===== src/rtl/video_pkg.sv =====
// Shared types and constants for the video pattern scheduler.
package video_pkg;

    typedef enum logic [1:0] {
        SCH_RUN     = 2'd0,
        SCH_PENDING = 2'd1,
        SCH_BLANK   = 2'd2
    } sched_state_t;

    localparam logic DIR_NEXT = 1'b0;
    localparam logic DIR_PREV = 1'b1;

endpackage


===== src/rtl/video_frame_counter.sv =====
// Saturating frame counter; clr has priority over inc.
module video_frame_counter #(
    parameter int unsigned W = 16
) (
    input  logic         clk,
    input  logic         rst_n,
    input  logic         inc,
    input  logic         clr,
    output logic [W-1:0] count
);

    logic [W-1:0] count_q;
    logic [W-1:0] count_d;

    always_comb begin
        count_d = count_q;
        if (clr) begin
            count_d = '0;
        end else if (inc && (count_q != '1)) begin
            count_d = count_q + W'(1);
        end
    end

    always_ff @(posedge clk or negedge rst_n) begin
        if (!rst_n) begin
            count_q <= '0;
        end else begin
            count_q <= count_d;
        end
    end

    assign count = count_q;

endmodule


===== src/rtl/video_pattern_scheduler.sv =====
// Frame-aligned test-pattern sequencer for VIDEO_source (manual next/prev plus auto-advance).
// Optional PATTERN_BLANK_EN inserts one black frame between patterns.
module video_pattern_scheduler
    import video_pkg::*;
#(
    parameter int unsigned NUM_PATTERNS = 8,
    parameter int unsigned PATW         = 3,
    parameter int unsigned HOLD_FRAMES  = 120,
    parameter int unsigned FCNTW        = 16
) (
    input  logic             video_clk_pix,
    input  logic             video_rst_n,
    input  logic             frame_start,
    input  logic             auto_en,
    input  logic             req_valid,
    input  logic             req_dir,
    output logic             req_ready,
    output logic [PATW-1:0]  pattern_id,
    output logic             pattern_changed,
    output logic [FCNTW-1:0] frame_count,
    output logic             blank
);

    localparam logic [PATW-1:0]  LAST_ID   = PATW'(NUM_PATTERNS - 1);
    localparam logic [FCNTW-1:0] HOLD_LAST = FCNTW'(HOLD_FRAMES - 1);

    sched_state_t    state_q, state_d;
    logic            pend_dir_q, pend_dir_d;
    logic [PATW-1:0] pattern_id_q, pattern_id_d;
    logic            pattern_changed_q, pattern_changed_d;
    logic            req_ready_q, req_ready_d;
    logic [PATW-1:0] step_id;
    logic            accept;
    logic            auto_hit;
    logic            fc_inc;
    logic            fc_clr;
`ifdef PATTERN_BLANK_EN
    logic            blank_q, blank_d;
`endif

    assign accept   = req_valid & req_ready_q;
    assign auto_hit = frame_start & auto_en & (frame_count == HOLD_LAST);

    // Wrap-around neighbour of the current pattern in the latched direction.
    always_comb begin
        if (pend_dir_q == DIR_NEXT) begin
            step_id = (pattern_id_q == LAST_ID) ? '0 : pattern_id_q + PATW'(1);
        end else begin
            step_id = (pattern_id_q == '0) ? LAST_ID : pattern_id_q - PATW'(1);
        end
    end

    always_comb begin
        state_d           = state_q;
        pend_dir_d        = pend_dir_q;
        pattern_id_d      = pattern_id_q;
        pattern_changed_d = 1'b0;
        fc_inc            = frame_start;
        fc_clr            = 1'b0;
`ifdef PATTERN_BLANK_EN
        blank_d           = blank_q;
`endif
        unique case (state_q)
            SCH_RUN: begin
                // Manual request beats the auto trigger in the same cycle.
                if (accept) begin
                    pend_dir_d = req_dir;
                    state_d    = SCH_PENDING;
                end else if (auto_hit) begin
                    pend_dir_d = DIR_NEXT;
                    state_d    = SCH_PENDING;
                end
            end
            SCH_PENDING: begin
                if (frame_start) begin
`ifdef PATTERN_BLANK_EN
                    blank_d = 1'b1;
                    state_d = SCH_BLANK;
`else
                    pattern_id_d      = step_id;
                    pattern_changed_d = 1'b1;
                    fc_clr            = 1'b1;
                    state_d           = SCH_RUN;
`endif
                end
            end
`ifdef PATTERN_BLANK_EN
            SCH_BLANK: begin
                if (frame_start) begin
                    pattern_id_d      = step_id;
                    pattern_changed_d = 1'b1;
                    fc_clr            = 1'b1;
                    blank_d           = 1'b0;
                    state_d           = SCH_RUN;
                end
            end
`endif
            default: begin
                state_d = SCH_RUN;
            end
        endcase
        req_ready_d = (state_d == SCH_RUN);
    end

    always_ff @(posedge video_clk_pix or negedge video_rst_n) begin
        if (!video_rst_n) begin
            state_q           <= SCH_RUN;
            pend_dir_q        <= DIR_NEXT;
            pattern_id_q      <= '0;
            pattern_changed_q <= 1'b0;
            req_ready_q       <= 1'b1;
        end else begin
            state_q           <= state_d;
            pend_dir_q        <= pend_dir_d;
            pattern_id_q      <= pattern_id_d;
            pattern_changed_q <= pattern_changed_d;
            req_ready_q       <= req_ready_d;
        end
    end

`ifdef PATTERN_BLANK_EN
    always_ff @(posedge video_clk_pix or negedge video_rst_n) begin
        if (!video_rst_n) begin
            blank_q <= 1'b0;
        end else begin
            blank_q <= blank_d;
        end
    end

    assign blank = blank_q;
`else
    assign blank = 1'b0;
`endif

    video_frame_counter #(
        .W(FCNTW)
    ) u_frame_counter (
        .clk   (video_clk_pix),
        .rst_n (video_rst_n),
        .inc   (fc_inc),
        .clr   (fc_clr),
        .count (frame_count)
    );

    assign req_ready       = req_ready_q;
    assign pattern_id      = pattern_id_q;
    assign pattern_changed = pattern_changed_q;

endmodule


===== config.mk =====
export PLATFORM = sky130hd
export DESIGN_NAME = video_pattern_scheduler
export DESIGN_NICKNAME = d
export VERILOG_FILES = /design/src/rtl/video_pkg.sv /design/src/rtl/video_frame_counter.sv /design/src/rtl/video_pattern_scheduler.sv
export SDC_FILE = /design/constraint.sdc
export NUM_CORES = 1
export LEC_CHECK = 0
export BUFFER_PORTS_ARGS = -buffer_cell sky130_fd_sc_hd__buf_2
export CORE_ASPECT_RATIO = 1.25
export CORE_MARGIN = 1.5
export CORE_UTILIZATION = 55
export DETAILED_ROUTE_END_ITERATION = 8
export MAX_ROUTING_LAYER = met4
export PLACE_DENSITY = 0.91
export SYNTH_ARGS = -nofsm -noshare
export SYNTH_HDL_FRONTEND = slang
export SYNTH_HIERARCHICAL = 1
export SYNTH_SLANG_ARGS = --single-unit

===== constraint.sdc =====
create_clock -name video_clk_pix -period 4.8 [get_ports video_clk_pix]
set_input_delay 0.72 -clock video_clk_pix [delete_from_list [all_inputs] [get_ports video_clk_pix]]
set_output_delay 0.72 -clock video_clk_pix [all_outputs]
set_load 0.005 [all_outputs]

Word level (Yosys, flattened, before mapping):

Index checks and enable logic that the tools add are counted.

* bits in registers: 24
* bits in latches: 0
* RAM bits: 0
* memory bits (read-only): 0
* bits of input ports: 6
* output and inout bits: 22
* word-level logic and storage cells: 37
* memories kept: 0

* add/sub/neg operators: 3
* $mul: 0
* divide/modulo/power cells: 0
* order comparisons: 0
* equal/unequal tests: 4
* shift operators: 0
* multiplexer cells: 13
* bitwise logic cells: 3
* reductions and logical operators: 8

Operators by type and width (number)
* two-way mux 16 bit: 2
* adder 16 x 1 -> 16 bit (second input constant): 1
* equality test 16 x 7 -> 1 bit (second input constant): 1
* != test 16 bit (second input constant): 1
* two-way mux 3 bit: 3
* two-way mux 2 bit: 3
* zero test 2 bit: 2
* two-way mux 1 bit: 4
* one-hot mux 2 bit (2 select lines): 1
* AND reduction 2 bit: 2
* nonzero test 2 bit: 2
* adder 3 x 1 -> 3 bit (second input constant): 1
* bitwise AND 1 bit: 3
* equality test 3 bit (second input constant): 1
* zero test 3 bit: 1
* subtractor 3 x 1 -> 3 bit (second input constant): 1
* equality test 2 x 1 -> 1 bit (second input constant): 1
* logical AND 1 bit: 1

Longest topological paths before layout:

Gate-level depths: netlist of run 1.

* depth after elaboration: 6
* depth in mapped cells: 6
* mapped depth without buffers: 5

Hierarchy:

Netlist of run 1, hierarchy kept.

Modules (own cells, without submodules)
* video_frame_counter: times used 1, cells an instance 98, area an instance 942.2 µm², sequential area each 400.4 µm²
* video_pattern_scheduler: times used 1, cells an instance 53, area an instance 498.0 µm², sequential area each 201.4 µm²

Least setup slack after synthesis of run 1:

No wires, ideal clock.

* path kind: reg2reg
* from: register u_frame_counter.count_q[0], in the netlist u_frame_counter/count[0]
* to: register u_frame_counter.count_q[15], in the netlist u_frame_counter/count[15]
* setup time: 128 ps
* arrival time: 1648 ps
* required time: 4672 ps
* path slack: 3024 ps
* stages on the path, launching flop included: 6
* path buffers: 0
* period minus slack after synthesis: 1776 ps
* path through: dfrtp_1 -> ha_1 -> nand4_2 -> nor4_4 -> nor4_1 -> mux2_1

* longest elaborated chain between the ends: 3
* elaborated cells on any way between the ends: 6
* classes of those cells: add/sub: 1; eq/ne: 1; mux: 2; reduce/logical: 2

Ends and longest elaborated chain
* from (decl): RTL line video_frame_counter.sv:12 `logic [W-1:0] count_q;`
* from (signal assigned): RTL line video_frame_counter.sv:28 `count_q <= count_d;`
* adder 16 x 1 -> 16 bit / != test 16 bit (equally long branches): RTL line video_frame_counter.sv:20, video_frame_counter.sv:19
* two-way mux 16 bit / logical AND 1 bit (equally long branches): RTL line video_frame_counter.sv:19 `end else if (inc && (count_q != '1)) begin`
* two-way mux 16 bit / nonzero test 2 bit (equally long branches)

Several ways; a longest one is shown, not always the timed one. The select of a mux whose other input is x is not followed.
A chain may end at the register's enable or synchronous reset.

Worst setup path in the final report of run 1:

* from: register u_frame_counter.count_q[0], in the netlist u_frame_counter/count[0]
* to: register u_frame_counter.count_q[13], in the netlist u_frame_counter/count[13]

The elaborated chain is that of the path after synthesis.

==> results of run 1 <==
## Yosys cell counts (2+ instances only)
cell type,instances,share of area
dfrtp_1,23,0.40
a21oi_1,13,0.045
nand2_1,9,0.023
o31ai_1,9,0.047
nor2_1,8,0.021
inv_1,7,0.018
nand4_1,7,0.030
ha_1,5,0.043
nor4_1,5,0.022
or4_1,5,0.026
and3_1,4,0.017
clkbuf_1,4,0.010
mux2_1,4,0.031
nand3_1,4,0.014
nor2b_1,4,0.017
nand3b_1,3,0.016
o21ai_0,3,0.010
o21ai_1,3,0.010
and4_2,2,0.014
nand2b_1,2,0.0087
nor3_1,2,0.0070
or3_1,2,0.0087
or4_2,2,0.012
## stage by stage
stage | util | cells | total power, W
finish | 0.654 | 208 | 0.000592
global route | 0.654 | 208 | 0.000641
CTS | 0.654 | 208 | 0.000595
detailed placement | 0.643 | 204 | 0.000505
global placement | 0.643 | 204 | 0.000480
floorplan | - | 152 | 0.000415
## cell type report
cell class	instances	area, sq um
repair buffers	26	130
well taps	33	41.3
clock buffers	4	26.3
inverters	7	26.3
multi-input cells	114	777
flip-flops and latches	24	602
fillers	233	850
## worst reg2reg max path, cell delays in order (launching register included)
cell	delay, ps
dfrtp_1	470
ha_1	290
nand4_2	150
nor4_4	810
nor4_1	210
mux2_1	370
## flip-flops by register name, summed over array words and instances, names as in the netlist
name,cells
pattern_changed,1
pattern_id,3
pend_dir_q,1
req_ready,1
state_q,2
u_frame_counter/count,16
## power breakdown
group / internal (W) / switching, W / leakage [nW]
clock: 0.0000324 / 0.0000566 / 0.0150
sequential: 0.000242 / 0.0000687 / 0.309
combinational: 0.0000942 / 0.0000981 / 0.426
## path summary, 6_finish.rpt
check                                              start                        end  slack [ps]  cells after the start
worst max-delay path            u_frame_counter/count[0]  u_frame_counter/count[13]        2400                      5
worst min-delay path                         video_rst_n              pattern_id[2]         380                      1
worst max register to register  u_frame_counter/count[0]  u_frame_counter/count[13]        2400                      5
worst min register to register             pattern_id[0]              pattern_id[0]         560                      1
max in group asynchronous                    video_rst_n                  req_ready        4040                      1
min in group video_clk_pix                 pattern_id[0]              pattern_id[0]         560                      1
## cell families (layout without fill, tap and decap cells)
family / Yosys count / count (layout) / synth area share
adder cells (fa/ha/maj): 5 / 5 / 0.0434
AO/OA/AOI/OAI: 35 / 35 / 0.158
buffers and inverters: 14 / 37 / 0.0452
AND/OR/NAND/NOR: 67 / 67 / 0.295
multiplexers: 5 / 5 / 0.0382
other: 1 / 2 / 0.00260
flip-flops: 24 / 24 / 0.418
## routing by layer
layer	global-route usage	vias to the layer above	wire [um]
met5	-	-	0
li1	-	625	-
met1	0.321	644	1370
met4	0.110	0	40
met3	0.0250	4	179
met2	0.429	50	1790
==> qor.txt, run 1 <==
Status: completed
Gate count of the mapped netlist: 151
Slowest CP cell: nor4_4
Slew @ Worst Pin: 869 ps
Nets: 187
Post-Layout Inst Area: 1600 sq um
Period utilization: 0.501
Residual DRC count: 0
Sequential fraction of the synthesis area: 0.418
# port buffers: 26
Post-CTS sizing: 0
GP Congestion: 0.856
Worst min path class: input pin to async pin
Critical path type: register to register
Cell Area, Synth: 1440 sq um
Max-cap viol count: 0
Crit path time final: 2400 ps
Post-synth EDFFs: 0
CP Buf/Inv Count: 0
Worst EP required: 5000 ps
Core Box Area: 2450 sq um
Crit-path max cell delay: 810 ps
Chip height: 60.2 um
Die area: 2940 sq um
Root buf cell: clkbuf_4
Pin count of the biggest net entering global routing: 25
Standard-cell rows: 20
Pwr/cell area: 369 nW/um^2
Worst hold slack: 377 ps
Initial Utilization: 0.587
Area Growth Syn to Fin: 11.3%
Slew margin rel.: 0.416
Clk Latency, worst-skew pair: 310 ps
Fin. Hold Viols: 0
DR iter-0 viols: 37
Dpl cell area: 1580 sq um
CP arrival: 2610 ps
Fmax: 416 MHz
Final Slew Violations: 0
Final worst slack: 2400 ps
GR Overflow Total: 0
Worst setup SP type: register
Layout cells sized above 1: 0.223
Ys flop type: dfrtp_1
CTS sink count: 24
Max Buffers Root-to-Sink: 2
Leak pwr: 0.750 nW
Final setup vio count: 0
Worst path cell trace: ha_1, nand4_2, nor4_4, nor4_1, mux2_1
Ant diodes: 0
Initial antenna violation count: 0
CTS tree: yes
CTS buffer count: 3
Unrepaired setup endpoints after global routing: no
Synth cell types: 44
Cell family with most CP delay: simple AND/OR/NAND/NOR gates
Largest fanout on the critical path: 19
Final wirelength: 3380 um
Warnings, synthesis: 6
Io pins: 28
Clk slew on worst S/H paths: 130 ps
First-pass GRT wire length: 5600 um
Number of post-CTS setup repair buffers: 0
Die Width: 48.8 um
Detailed Routing Iterations Pass 1: 4
Via density: 6.36
WL/cell: 16.2 um
Yosys reg bits: 24
Total GRT Usage: 0.256
Detailed Place HPWL: 2380 um
Worst vdd ir: 0.000205 V
Vias in the first global route: 1,235
FFs w/ async S/R, synth: 1.00
Routed Antenna Nets: 0
Worst Skew: 7.83 ps
Commonest cells after routing, fill and taps aside: 26 x buf_2, 23 x dfrtp_1, 13 x a21oi_1
Via count: 1,323
Avg Cell Area, Syn: 9.54 sq um
Most common cell after layout, fill and taps aside: buf_2
Hold Buf Count CTS: 0
Pre-CTS setup slack: 2460 ps
Setup_tns: 0 ps
H-Tree Depth: 1
Worst Setup End Kind: register
No activity file was read; power rests on OpenSTA's default activity.
==> run 2: changes to the inputs <==
--- a/config.mk
+++ b/config.mk
@@ -5,13 +5,14 @@
 export SDC_FILE = /design/constraint.sdc
 export NUM_CORES = 1
 export LEC_CHECK = 0
+export ABC_AREA = 1
 export BUFFER_PORTS_ARGS = -buffer_cell sky130_fd_sc_hd__buf_2
 export CORE_ASPECT_RATIO = 1.25
 export CORE_MARGIN = 1.5
 export CORE_UTILIZATION = 55
 export DETAILED_ROUTE_END_ITERATION = 8
 export MAX_ROUTING_LAYER = met4
-export PLACE_DENSITY = 0.91
+export PLACE_DENSITY = 0.9
 export SYNTH_ARGS = -nofsm -noshare
 export SYNTH_HDL_FRONTEND = slang
 export SYNTH_HIERARCHICAL = 1
==> constraint.sdc (replaced) <==
create_clock -name video_clk_pix -period 2.5 [get_ports video_clk_pix]
set_input_delay 0.375 -clock video_clk_pix [delete_from_list [all_inputs] [get_ports video_clk_pix]]
set_output_delay 0.375 -clock video_clk_pix [all_outputs]
set_load 0.005 [all_outputs]
==> run 2 against run 1 <==
Largest power group unchanged. Area after synthesis is 5.4% higher. Highest routed layer unchanged. Critical path type unchanged. Critical endpoint is now u_frame_counter/count[0]. Final cell count up 30%. First-iteration DRC count increased by 24%.
==> qor.txt, run 2 <==
Status: completed (unchanged)
Clock share of power: 0.181 (was 0.150)
Area Growth Syn to Fin: 12.1% (was 11.3%)
Post-Layout Inst Area: 1700 sq um (was 1600 sq um)
Combinational Power Share: 0.328 (was 0.325)
Max Buffers Root-to-Sink: 2 (unchanged)
Worst vdd ir: 0.000385 V (was 0.000205 V)
Number of post-CTS setup repair buffers: 0 (unchanged)
CP arrival: 2080 ps (was 2610 ps)
GP Congestion: 0.860 (was 0.856)
Avg Cell Area, Syn: 7.30 sq um (was 9.54 sq um)
Post-synth top cells: 65 x nand2_1, 28 x nor2_1, 23 x dfrtp_1, 21 x inv_1, 16 x nand3_1 (was 23 x dfrtp_1, 13 x a21oi_1, 9 x nand2_1, 9 x o31ai_1, 8 x nor2_1)
Clk Latency, worst-skew pair: 300 ps (was 310 ps)
CTS sink count: 24 (unchanged)
Commonest cells after routing, fill and taps aside: 65 x nand2_1, 28 x nor2_1, 26 x buf_2 (was 26 x buf_2, 23 x dfrtp_1, 13 x a21oi_1)
Compound-cell area share of the yosys netlist: 0.0709 (was 0.158)
Ranking of synthesized cells by area: dfrtp_1 38%, nand2_1 16%, nor2_1 6.9% (was dfrtp_1 40%, o31ai_1 4.7%, a21oi_1 4.5%)
Vias in the first global route: 1,382 (was 1,235)
Final setup vio count: 0 (unchanged)
DR iter-0 viols: 46 (was 37)
Layout cells sized above 1: 0.178 (was 0.223)
Ant diodes: 0 (unchanged)
Leading area contributor after synthesis: dfrtp_1 (unchanged)
Dpl cell area: 1670 sq um (was 1580 sq um)
Setup_tns: 0 ps (unchanged)
Hold Buf Count CTS: 0 (unchanged)
# port buffers: 26 (unchanged)
Root buf cell: clkbuf_4 (unchanged)
Pin count of the biggest net entering global routing: 25 (unchanged)
Via count: 1,438 (was 1,323)
Via density: 5.33 (was 6.36)
H-Tree Depth: 1 (unchanged)
Filler cells: 252 (was 233)
Crit path time final: 1850 ps (was 2400 ps)
Area of the multi-input gates: 795 sq um (was 777 sq um)
Cell Area, Synth: 1520 sq um (was 1440 sq um)
Slew @ Worst Pin: 533 ps (was 869 ps)
FF+latch area: 602 sq um (unchanged)
Fin. Hold Viols: 0 (unchanged)
Sequential fraction of the synthesis area: 0.397 (was 0.418)
CTS buffer count: 3 (unchanged)
Synth Area in Adders: 0.0412 (was 0.0434)
Initial Utilization: 0.572 (was 0.587)
GR Overflow Total: 0 (unchanged)
First-pass GRT wire length: 5510 um (was 5600 um)
Largest register FFs: 16 (unchanged)
Worst Setup End Kind: register (unchanged)
Residual DRC count: 0 (unchanged)
Net Sw Frac: 0.371 (was 0.377)
Net switching power: 0.000410 W (was 0.000223 W)
Largest family of logic cells by synthesized area: simple AND/OR/NAND/NOR gates (unchanged)
Nets: 248 (was 187)
Fmax: 541 MHz (was 416 MHz)
XOR/XNOR share of the synthesized area: 0.0289 (was 0)
FFs w/ async S/R, synth: 1.00 (unchanged)
Routed Antenna Nets: 0 (unchanged)
Ys flop type: dfrtp_1 (unchanged)
Mux cell area share after synthesis: 0 (was 0.0382)
Warnings, synthesis: 6 (unchanged)
Core Box Area: 2650 sq um (was 2450 sq um)
Clk slew on worst S/H paths: 130 ps (about the same)
Die area: 3090 sq um (was 2940 sq um)
Detailed Place HPWL: 2500 um (was 2380 um)
Worst EP required: 2730 ps (was 5000 ps)
Detailed Routing Iterations Pass 1: 5 (was 4)
Post-CTS sizing: 0 (unchanged)
Post-synth EDFFs: 0 (unchanged)
CTS tree: yes (unchanged)
Largest fanout on the critical path: 8 (was 19)
Worst Skew: 2.68 ps (was 7.83 ps)
Post-synth top area share: 0.379 (was 0.400)
Leak pwr: 0.913 nW (was 0.750 nW)
Count leader, synth: nand2_1 (was dfrtp_1)
Internal power: 0.000695 W (was 0.000369 W)
Final wirelength: 3350 um (was 3380 um)
Synth cell types: 30 (was 44)
Simple-gate share of the synthesized area: 0.378 (was 0.295)
Critical path type: register to register (unchanged)
Worst setup SP type: register (unchanged)
Final Slew Violations: 0 (unchanged)
Period utilization: 0.740 (was 0.501)
Total GRT Usage: 0.239 (was 0.256)
Initial antenna violation count: 0 (unchanged)
Io pins: 28 (unchanged)
Chip height: 61.7 um (was 60.2 um)
Gate count of the mapped netlist: 208 (was 151)
Most common cell after layout, fill and taps aside: nand2_1 (was buf_2)
WL/cell: 12.4 um (was 16.2 um)
Standard-cell rows: 21 (was 20)
Slew margin rel.: 0.645 (was 0.416)
Unrepaired setup endpoints after global routing: no (unchanged)
Die Width: 50.0 um (was 48.8 um)
Share of total power in sequential cells: 0.490 (was 0.525)
Max-cap viol count: 0 (unchanged)
Yosys reg bits: 24 (unchanged)
Pwr/cell area: 650 nW/um^2 (was 369 nW/um^2)
Worst min path class: input pin to async pin (unchanged)
[run 2: final timing paths]
| path | from | end | slack [ps] | cells past startpoint |
|---|---|---|---|---|
| min reg2reg | req_ready | pend_dir_q | 550 | 2 |
| max in group asynchronous | video_rst_n | req_ready | 2110 | 1 |
| min in group video_clk_pix | req_dir | pend_dir_q | 310 | 3 |
| max reg2reg | u_frame_counter/count[1] | u_frame_counter/count[0] | 650 | 9 |
| min | video_rst_n | state_q[1] | 30 | 1 |
| max | u_frame_counter/count[1] | u_frame_counter/count[0] | 650 | 9 |
[run 2: power by group through the flow]
stage	Combinational, W	Clock (W)	Sequential, W
floorplan	0.000233	0	0.000538
global placement	0.000343	0	0.000547
detailed placement	0.000366	0	0.000552
CTS	0.000368	0.000208	0.000544
global route	0.000429	0.000220	0.000554
finish	0.000363	0.000201	0.000542
[run 2: layout make-up]
cell class              instances  area share
flip-flops and latches         24       0.354
inverters                      23      0.0522
well taps                      34      0.0250
clock buffers                   4      0.0213
multi-input cells             158       0.467
repair buffers                 27      0.0809
[run 2: cell families (layout without fill, tap and decap cells)]
family / Yosys count / in the layout
compound gates: 17 / 17
xor+xnor: 5 / 5
fa+ha+maj: 5 / 5
buf+inv: 27 / 54
flops: 24 / 24
other cells: 1 / 2
simple gates: 129 / 129
[run 2: through the flow]
| step | utilization | total power (W) | std cells | hold WS [ps] | setup slack (ps) |
|---|---|---|---|---|---|
| after floorplan | - | 0.000772 | 209 | 79.4 | 1000 |
| after global placement | 0.628 | 0.000891 | 266 | 385 | 742 |
| after detailed placement | 0.628 | 0.000918 | 266 | 389 | 704 |
| after CTS | 0.641 | 0.00112 | 270 | 36.0 | 672 |
| after global routing | 0.641 | 0.00120 | 270 | 59.7 | 575 |
| final | 0.641 | 0.00111 | 270 | 26.3 | 651 |
[run 2: critical path, cell delays in order, from the launching register on]
cell,delay [ps]
dfrtp_1,460
ha_1,240
nand2_2,120
nor2_4,70
nand2_4,90
nor2_1,50
nor2_1,310
buf_4,240
nand3_1,70
o21ai_0,110
[run 2: per-layer routing]
metal | vias up | track usage | part of all wire
met1 | 681 | 0.259 | 0.42
met5 | - | - | 0
met2 | 31 | 0.436 | 0.53
li1 | 720 | - | -
met4 | 0 | 0.127 | 0.019
met3 | 6 | 0.0239 | 0.028
==> run 3: changes to the inputs <==
--- a/config.mk
+++ b/config.mk
@@ -5,14 +5,14 @@
 export SDC_FILE = /design/constraint.sdc
 export NUM_CORES = 1
 export LEC_CHECK = 0
-export ABC_AREA = 1
+export ABC_AREA = 0
 export BUFFER_PORTS_ARGS = -buffer_cell sky130_fd_sc_hd__buf_2
 export CORE_ASPECT_RATIO = 1.25
 export CORE_MARGIN = 1.5
-export CORE_UTILIZATION = 55
+export CORE_UTILIZATION = 49
 export DETAILED_ROUTE_END_ITERATION = 8
 export MAX_ROUTING_LAYER = met4
-export PLACE_DENSITY = 0.9
+export PLACE_DENSITY = 0.86
 export SYNTH_ARGS = -nofsm -noshare
 export SYNTH_HDL_FRONTEND = slang
 export SYNTH_HIERARCHICAL = 1
==> constraint.sdc (replaced) <==
create_clock -name video_clk_pix -period 1.6 [get_ports video_clk_pix]
set_input_delay 0.24 -clock video_clk_pix [delete_from_list [all_inputs] [get_ports video_clk_pix]]
set_output_delay 0.24 -clock video_clk_pix [all_outputs]
set_load 0.005 [all_outputs]
==> run 3 against run 2 <==
The flow now finishes with violations (negative setup slack). Via count up 7.6%. Worst hold slack better by 220 ps. Power up 98%. Fmax up 4.2%. Sequential cell count unchanged. Non-clock buffer count up 38. Global-route usage up 3.2 points. Core utilization up 10 points. Critical path type unchanged. Critical endpoint is now u_frame_counter/count[11].
==> qor.txt, run 3 (synthesis results as in run 1) <==
Status: finished, violations left (was completed)
Violated checks: negative setup slack
Vias in the first global route: 1,494 (was 1,382)
Pwr/cell area: 1070 nW/um^2 (was 650 nW/um^2)
Routed Antenna Nets: 0 (unchanged)
Worst hold slack: 248 ps (was 26.3 ps)
Slew @ Worst Pin: 552 ps (was 533 ps)
Residual DRC count: 0 (unchanged)
Largest fanout on the critical path: 4 (was 8)
Critical path type: register to register (unchanged)
# port buffers: 26 (unchanged)
Final setup vio count: 16 (was 0)
Max Buffers Root-to-Sink: 2 (unchanged)
Commonest cells after routing, fill and taps aside: 35 x buf_4, 26 x buf_2, 22 x dfrtp_1 (was 65 x nand2_1, 28 x nor2_1, 26 x buf_2)
Via count: 1,547 (was 1,438)
Worst path cell trace: nand4_1, nor4_4, buf_4, nor4_1, mux2_1 (was ha_1, nand2_2, nor2_4, nand2_4, nor2_1, nor2_1, buf_4, nand3_1, o21ai_0)
Leak pwr: 0.955 nW (was 0.913 nW)
CTS sink count: 24 (unchanged)
CTS tree: yes (unchanged)
Detailed Routing Iterations Pass 1: 4 (was 5)
Fin. Hold Viols: 0 (unchanged)
Die Width: 51.5 um (was 50.0 um)
Pin count of the biggest net entering global routing: 25 (unchanged)
Worst min path class: input pin to register (was input pin to async pin)
Area Growth Syn to Fin: 41.4% (was 12.1%)
Period utilization: 1.11 (was 0.740)
Total GRT Usage: 0.271 (was 0.239)
Slew margin rel.: 0.631 (was 0.645)
H-Tree Depth: 1 (unchanged)
Worst vdd ir: 0.000621 V (was 0.000385 V)
Fmax: 564 MHz (was 541 MHz)
Worst setup SP type: register (unchanged)
Crit path time final: 1770 ps (was 1850 ps)
Clk Latency, worst-skew pair: 330 ps (was 300 ps)
Chip height: 63.6 um (was 61.7 um)
WL/cell: 17.9 um (was 12.4 um)
Worst Setup End Kind: register (unchanged)
GR Overflow Total: 0 (unchanged)
Worst EP required: 1830 ps (was 2730 ps)
DR iter-0 viols: 49 (was 46)
Max-cap viol count: 0 (unchanged)
CP Buf/Inv Count: 1 (unchanged)
Core Box Area: 2730 sq um (was 2650 sq um)
Slowest CP cell: dfrtp_1 (unchanged)
Detailed Place HPWL: 2780 um (was 2500 um)
GP Congestion: 0.886 (was 0.860)
Reg2reg path depth: 5 (was 9)
Via density: 6.21 (was 5.33)
Clk slew on worst S/H paths: 140 ps (was 130 ps)
Pre-CTS setup slack: -127 ps (was 704 ps)
Crit-path max cell delay: 400 ps (was 460 ps)
Cell family with most CP delay: simple AND/OR/NAND/NOR gates (unchanged)
Standard-cell rows: 21 (unchanged)
Ant diodes: 0 (unchanged)
CTS buffer count: 3 (unchanged)
Final wirelength: 4460 um (was 3350 um)
Initial antenna violation count: 0 (unchanged)
Io pins: 28 (unchanged)
Largest register FFs: 16 (unchanged)
Die area: 3280 sq um (was 3090 sq um)
Hold Path Stages: 4
CP Depth: 5 (was 9)
Most common cell after layout, fill and taps aside: buf_4 (was nand2_1)
First-pass GRT wire length: 6670 um (was 5510 um)
Root buf cell: clkbuf_4 (unchanged)
Layout cells sized above 1: 0.409 (was 0.178)
Nets: 227 (was 248)
Worst Skew: 4.95 ps (was 2.68 ps)
Final Slew Violations: 0 (unchanged)
Unrepaired setup endpoints after global routing: yes (was no)
CP arrival: 2000 ps (was 2080 ps)
Pwr Total: 0.00218 W (was 0.00111 W)
Final worst slack: -175 ps (was 651 ps)
Initial Utilization: 0.527 (was 0.572)
Reg-to-reg setup timing slack: -170 ps (was 650 ps)
==> run 3: worst paths after layout <==
check                                           from                         to
max                        u_frame_counter/count[13]  u_frame_counter/count[11]
min reg2reg                            pattern_id[0]              pattern_id[0]
max reg2reg                u_frame_counter/count[13]  u_frame_counter/count[11]
min in group asynchronous                video_rst_n              pattern_id[0]
max in group asynchronous                video_rst_n   u_frame_counter/count[5]
min                                        req_valid                 pend_dir_q
==> run 3: worst reg2reg max path, stage by stage, from the launching register on <==
cell and delay [ps]:
dfrtp_1 400, nand4_1 270, nor4_4 390, buf_4 210, nor4_1 60, mux2_1 340
==> run 3: timing repair <==
item / in CTS / in global routing
hold buffers: 1 / 0
resized for setup: 7 / 10
setup endpoints to repair: 15 / 16
setup buffers: 8 / 2
pin swaps: 11 / 2
gates cloned: 1 / 0
endpoints found under the hold margin: 23 / 0
==> run 3: stage by stage <==
| step | TNS (ps) | cells | instance area (sq um) | utilization |
|---|---|---|---|---|
| global placement | -392 | 234 | 1820 | 0.666 |
| finish | -1970 | 249 | 2040 | 0.745 |
| floorplan | -82.7 | 152 | 1460 | - |
| CTS | -734 | 247 | 1980 | 0.725 |
| global route | -2630 | 249 | 2040 | 0.745 |
| detailed placement | -1200 | 234 | 1820 | 0.666 |
==> run 3: power breakdown <==
part           total [W]  switching, W  internal (W)
Sequential      0.000868      0.000140      0.000728
Combinational   0.000865      0.000442      0.000423
Clock           0.000451      0.000197      0.000254
==> run 3: area by class of cell <==
| type | instances | area, sq um |
|---|---|---|
| Sequential cell | 24 | 603 |
| Clock inverter | 1 | 30.0 |
| Inverter | 7 | 26.3 |
| Fill cell | 190 | 697 |
| Clock buffer | 3 | 22.5 |
| Multi-Input combinational cell | 115 | 866 |
| Timing Repair Buffer | 65 | 445 |
| Tap cell | 34 | 42.5 |
==> run 3: per-layer routing <==
layer | wire length, um | GRT usage | up-vias | part of all wire
met3 | 209 | 0.0403 | 16 | 0.047
li1 | - | - | 706 | -
met2 | 2360 | 0.450 | 61 | 0.53
met5 | 0 | - | - | 0
met1 | 1750 | 0.327 | 764 | 0.39
met4 | 140 | 0.102 | 0 | 0.031
